`src/rtl/rv_pkg.sv`:
```
// Shared writeback types: register addresses, write requests, winner tags and
// the scoreboard helper used by the regfile writeback scheduler.
package rv_pkg;

    localparam int RV_XLEN = 32;

    typedef logic [4:0] reg_addr_t;

    localparam reg_addr_t REG_ZERO = 5'd0;

    typedef struct packed {
        reg_addr_t          addr;
        logic [RV_XLEN-1:0] data;
    } wb_req_t;

    typedef enum logic [1:0] {
        WB_NONE,
        WB_EX,
        WB_LD
    } wb_src_e;

    // x0 is never outstanding, so it can never cause a stall.
    function automatic logic reg_busy(input reg_addr_t a, input logic [31:0] pend);
        return (a != REG_ZERO) && pend[a];
    endfunction

endpackage

```
`src/rtl/u_rf_scoreboard.sv`:
```
// Outstanding-load scoreboard: one pend bit per register, set by an issuing
// load, cleared by its return, and the decode-stage RAW/WAW hazard compare.
module u_rf_scoreboard
    import rv_pkg::*;
(
    input  logic        clk,
    input  logic        rst_n,
    input  logic        set_en,
    input  reg_addr_t   set_a,
    input  logic        clr_en,
    input  reg_addr_t   clr_a,
    input  reg_addr_t   rs1_a,
    input  reg_addr_t   rs2_a,
    input  reg_addr_t   dec_rd_a,
    output logic        hazard,
    output logic [31:0] pend
);

    localparam logic [31:0] X0_MASK = 32'h0000_0001;

    logic [31:0] set_mask;
    logic [31:0] clr_mask;

    always_comb begin
        set_mask = '0;
        clr_mask = '0;
        if (set_en && (set_a != REG_ZERO)) set_mask[set_a] = 1'b1;
        if (clr_en)                         clr_mask[clr_a] = 1'b1;
    end

    // Clear first, then OR the set in: a reissue of the returning register stays pending.
    always_ff @(posedge clk or negedge rst_n) begin
        if (!rst_n) begin
            pend <= '0;
        end else begin
            pend <= ((pend & ~clr_mask) | set_mask) & ~X0_MASK;
        end
    end

    assign hazard = reg_busy(rs1_a, pend)
                  | reg_busy(rs2_a, pend)
                  | reg_busy(dec_rd_a, pend);

endmodule

```
`src/rtl/u_rf_wb_arb.sv`:
```
// Writeback scheduler for the single regfile write port: arbitrates execute
// results against load returns with starvation relief, registers the write.
module u_rf_wb_arb
    import rv_pkg::*;
#(
    parameter int STARVE_MAX = 4,
    parameter int XLEN       = 32
) (
    input  logic            clk,
    input  logic            rst_n,
    input  logic            ex_valid,
    output logic            ex_ready,
    input  logic [4:0]      ex_rd_a,
    input  logic [XLEN-1:0] ex_rd_i,
    input  logic            ld_valid,
    output logic            ld_ready,
    input  logic [4:0]      ld_rd_a,
    input  logic [XLEN-1:0] ld_rd_i,
    input  logic            ld_issue,
    input  logic [4:0]      ld_issue_rd_a,
    input  logic [4:0]      rs1_a,
    input  logic [4:0]      rs2_a,
    input  logic [4:0]      dec_rd_a,
    output logic            hazard_o,
    output logic [31:0]     pend_o,
    output logic            rd_e,
    output logic [4:0]      rd_a,
    output logic [XLEN-1:0] rd_i
);

    if (XLEN != RV_XLEN) begin : g_bad_xlen
        $error("u_rf_wb_arb: XLEN must equal rv_pkg::RV_XLEN");
    end

    localparam int CW = 4;

    logic [CW-1:0] starve_cnt;
    logic          starve_hit;
    logic          ld_wins;
    logic          grant;
    logic          wr_en;
    wb_req_t       win_req;
    wb_src_e       wb_src_q;

    // Handshake: a transfer happens on an edge where valid & ready are both high.
    // Ready is a same-cycle combinational grant and never rises without valid;
    // the source must hold valid and payload stable until it sees ready.
    assign starve_hit = (starve_cnt == CW'(STARVE_MAX));
    assign ld_wins    = ld_valid & ~(ex_valid & starve_hit);
    assign ld_ready   = ld_valid & ld_wins;
    assign ex_ready   = ex_valid & ~ld_wins;
    assign grant      = ex_ready | ld_ready;

    always_comb begin
        win_req = '{addr: ex_rd_a, data: ex_rd_i};
        if (ld_ready) win_req = '{addr: ld_rd_a, data: ld_rd_i};
    end

    // A granted x0 write still completes the handshake but never reaches the regfile.
    assign wr_en = grant & (win_req.addr != REG_ZERO);

    always_ff @(posedge clk or negedge rst_n) begin
        if (!rst_n) begin
            starve_cnt <= '0;
        end else if (ex_valid & ld_ready) begin
            if (!starve_hit) starve_cnt <= starve_cnt + 1'b1;
        end else begin
            starve_cnt <= '0;
        end
    end

    always_ff @(posedge clk or negedge rst_n) begin
        if (!rst_n) begin
            rd_e     <= 1'b0;
            rd_a     <= REG_ZERO;
            rd_i     <= '0;
            wb_src_q <= WB_NONE;
        end else begin
            rd_e <= wr_en;
            if (wr_en) begin
                rd_a <= win_req.addr;
                rd_i <= win_req.data;
            end
            if (ld_ready)      wb_src_q <= WB_LD;
            else if (ex_ready) wb_src_q <= WB_EX;
            else               wb_src_q <= WB_NONE;
        end
    end

    u_rf_scoreboard u_sb (
        .clk      (clk),
        .rst_n    (rst_n),
        .set_en   (ld_issue),
        .set_a    (ld_issue_rd_a),
        .clr_en   (ld_ready),
        .clr_a    (ld_rd_a),
        .rs1_a    (rs1_a),
        .rs2_a    (rs2_a),
        .dec_rd_a (dec_rd_a),
        .hazard   (hazard_o),
        .pend     (pend_o)
    );

    a_issue_no_hazard: assert property (@(posedge clk) disable iff (!rst_n)
        !(ld_issue && hazard_o));

    a_ld_ret_pending: assert property (@(posedge clk) disable iff (!rst_n)
        (ld_valid && (ld_rd_a != REG_ZERO)) |-> pend_o[ld_rd_a]);

    a_ex_hold: assert property (@(posedge clk) disable iff (!rst_n)
        (ex_valid && !ex_ready) |=> (ex_valid && $stable(ex_rd_a) && $stable(ex_rd_i)));

    a_ld_hold: assert property (@(posedge clk) disable iff (!rst_n)
        (ld_valid && !ld_ready) |=> (ld_valid && $stable(ld_rd_a) && $stable(ld_rd_i)));

    a_wr_has_src: assert property (@(posedge clk) disable iff (!rst_n)
        rd_e |-> (wb_src_q != WB_NONE));

endmodule

```
`config.mk`:
```
export PLATFORM = sky130hd
export DESIGN_NAME = u_rf_wb_arb
export DESIGN_NICKNAME = d
export VERILOG_FILES = /design/src/rtl/rv_pkg.sv /design/src/rtl/u_rf_scoreboard.sv /design/src/rtl/u_rf_wb_arb.sv
export SDC_FILE = /design/constraint.sdc
export NUM_CORES = 1
export LEC_CHECK = 0
export ABC_CLOCK_PERIOD_IN_PS = 4300
export CAP_MARGIN = 15
export CORE_MARGIN = 2
export CORE_UTILIZATION = 47
export CTS_CLUSTER_DIAMETER = 120
export DETAILED_ROUTE_END_ITERATION = 16
export GPL_TIMING_DRIVEN = 0
export PLACE_DENSITY = 0.83
export SLEW_MARGIN = 15
export SYNTH_ARGS = -nofsm -noshare
export SYNTH_HDL_FRONTEND = slang
export SYNTH_SLANG_ARGS = --single-unit
```
`constraint.sdc`:
```
create_clock -name clk -period 4.3 [get_ports clk]
set_input_delay 0.43 -clock clk [delete_from_list [all_inputs] [get_ports clk]]
set_output_delay 0.43 -clock clk [all_outputs]
set_load 0.1 [all_outputs]
```
==> impl_metrics.toml <==
[run_status]
status = "finished, final reports clean"

[final_layout]
final_cell_mix = "clkdlybuf4s50_1, nand2_1, dfrtp_1"
antenna_cells = 0
syn2layout_area_growth_pct = 46.2
drive_gt1_share_pct = 8.94
nets = 711
mostFrequentLayoutCell = "clkdlybuf4s50_1"

[yosys]
ys_async_sr_fraction_pct = 100
seq_area_frac_synth_pct = 43.8
netlist_instances = 442
synth_warnings = 0
avgSynthCellArea_um2 = 9.44
yosys.cell_types.count = 48
synth.top_cell.area_share_pct = 43.8
synth_area_leaders = "dfrtp_1, nand2_1, mux4_2, a31oi_1, o21ai_0"
syn_area_um2 = 4170
synth-seq-cells = 73
synthFlopType = "dfrtp_1"
synth_fp_nets = 543
synth_area_leader_cell = "dfrtp_1"
synth_edf_count = 0

[floorplan]
dieArea_um2 = 9650
rows = 34
die_h_um = 98.2
initial_core_util_pct = 48.1
top_level_ports = 172
die_x_um = 98.2
coreArea_um2 = 8680

[sta]
final.setup.worst_slack_ns = 0.816
fin_crit_sh_pct = 81.0
slew_viol_final = 0
setup_violations = 0
rsz0062_at_grt = "no"
finalHoldViolations = 0
finalCriticalPeriod_ns = 3.48
worst_slew_pin_slew_ns = 1.04
fmax_mhz = 287
finalSetupTns_ns = 0
finalClockSkew_ns = 0.00476
slew_headroom_pct = 30.8

[clock_tree]
cts_resized = 0
insertion_delay_ns = 0.35
clockRootBuffer = "clkbuf_8"
postCtsHoldBufs = 0
clk_pin_slew_worst_paths_ns = 0.07
cts_setup_buffers = 0
htree_levels = 3
clock_tree.buffer_depth = 2
cts_buffers = 9
cts_tree = "built"
cts_sinks = 73

[routing]
ant_nets = 0
post-route-drc-count = 0
drt-total-wl_mm = 13.2
num_vias = 4193
wire_per_inst_um = 18.3
initialDrtViolationCount = 311
dr.pass1.iters = 4
via_per_inst = 5.80

[global_route]
grt_overflow_total = 0
grt.total_usage_pct = 27.4
grt_pass1_vias = 4294
met3_usage_pct = 7.23
use_met2_pct = 49.4
grt_pass1_wl_mm = 21.0
grt_busiest_layer = "met2"
met1_usage_pct = 31.2
grt_max_degree = 40
antenna_found_initial = 0

[power_and_ir_drop]
p_per_area_nw_per_um2 = 497
leakage_nw = 2.50
peakVddDrop_uv = 348

[worst_setup_path]
cp_common_cell = "clkdlybuf4s50_1"
startpoint_type = "primary input"
worst-endpoint-arrival_ns = 3.05
cp_max_fo = 6
path_class = "in2out"
path_cells = "clkdlybuf4s50_1 -> nor2b_1 -> a221oi_1 -> a2111oi_0 -> a21oi_1 -> nand4_1 -> clkdlybuf4s50_1"
critPathRequiredTime_ns = 3.87
slowest_stage = "clkdlybuf4s50_1"
max_stage_delay_ns = 1.14
cp-end-kind = "output pin"

[placed_design]
io_buffers = 156
place_ws_ns = 0.856
gp_congestion = 0.963
dp_hpwl_mm = 10.3

[flow_run]
maxCapViolCount = 0

[worst_hold_path]
min_path_type = "in2async"
==> power breakdown <==
group / switching [mW] / internal (mW)
Combinational: 1.10 / 0.435
Clock: 0.253 / 0.314
Sequential: 0.133 / 0.797
Total: 1.49 / 1.55
==> per-stage QoR <==
stage | hold WS (ns) | util [%] | cells | area, µm² | total power, mW
final | 0.0280 | 70.3 | 723 | 6100 | 3.04
after global routing | 0.0496 | 70.3 | 723 | 6100 | 3.14
after CTS | 0.0300 | 70.3 | 723 | 6100 | 3.04
after detailed placement | 0.411 | 67.8 | 707 | 5890 | 2.48
after global placement | 0.474 | 67.6 | 706 | 5870 | 2.45
after floorplan | 0.134 | - | 442 | 4170 | 2.02
==> worst paths after layout <==
kind / from / to / slack, ns / cells past startpoint
worst min-delay path: rst_n / rd_i[21] / 0.03 / 1
worst max-delay path: rs2_a[1] / hazard_o / 0.82 / 7
max in group asynchronous: rst_n / u_sb.pend[3] / 3.71 / 2
worst min register to register: starve_cnt[0] / starve_cnt[0] / 0.50 / 1
worst max register to register: starve_cnt[0] / rd_i[31] / 2.35 / 8
min in group clk: ld_rd_a[3] / rd_a[3] / 0.43 / 3
==> registers in the layout (all words and copies together) (netlist names) <==
name,flops
rd_i,32
rd_e,1
rd_a,5
starve_cnt,4
u_sb.pend,31
==> critical path, delay by kind of cell <==
| kind | cells | cell delay (ns) |
|---|---|---|
| buffers and inverters | 2 | 1.67 |
| AND/OR/NAND/NOR | 2 | 0.35 |
| AO/OA/AOI/OAI | 3 | 0.60 |
==> kinds of logic after synthesis <==
group                      after synthesis  synth area share, %
buffers and inverters                   38                 5.52
and+or+nand+nor                        187                 20.1
DFF                                     73                 43.8
muxes                                   31                 13.5
adders and majority gates                2                0.599
AOI/OAI and AO/OA                      108                 16.0
xor gates and xnor gates                 2                0.420
other                                    1               0.0898
==> routing by layer <==
metal	part of all wire [%]	vias to the layer above	routed length, µm
met3	9.0	19	1190
li1	-	1940	-
met4	2.1	0	273
met2	52	197	6870
met1	37	2037	4890
met5	0	-	0
==> synth_stat cells (all sizes together), types with 3 or more instances <==
cell	number
a21oi	5
nor2	49
nand4	8
nand3b	4
nand3	8
nand4b	3
mux2	3
o21ai	40
buf	22
mux2i	10
clkbuf	10
inv	6
a22o	5
dfrtp	73
a31oi	36
nor3b	4
mux4	18
nand2b	5
a22oi	3
nand2	88
nor3	3
nor2b	8
o31ai	10
==> area by class of cell <==
class	instances	area, µm²
fill	685	2570
multi-input combinational	331	2120
sequential	73	1830
timing repair buffer	157	1580
buffer	32	208
clock buffer	12	165
tap	108	135
clock inverter	4	50.0
inverter	6	22.5
Note: power is estimated with default switching activity, not from simulation.
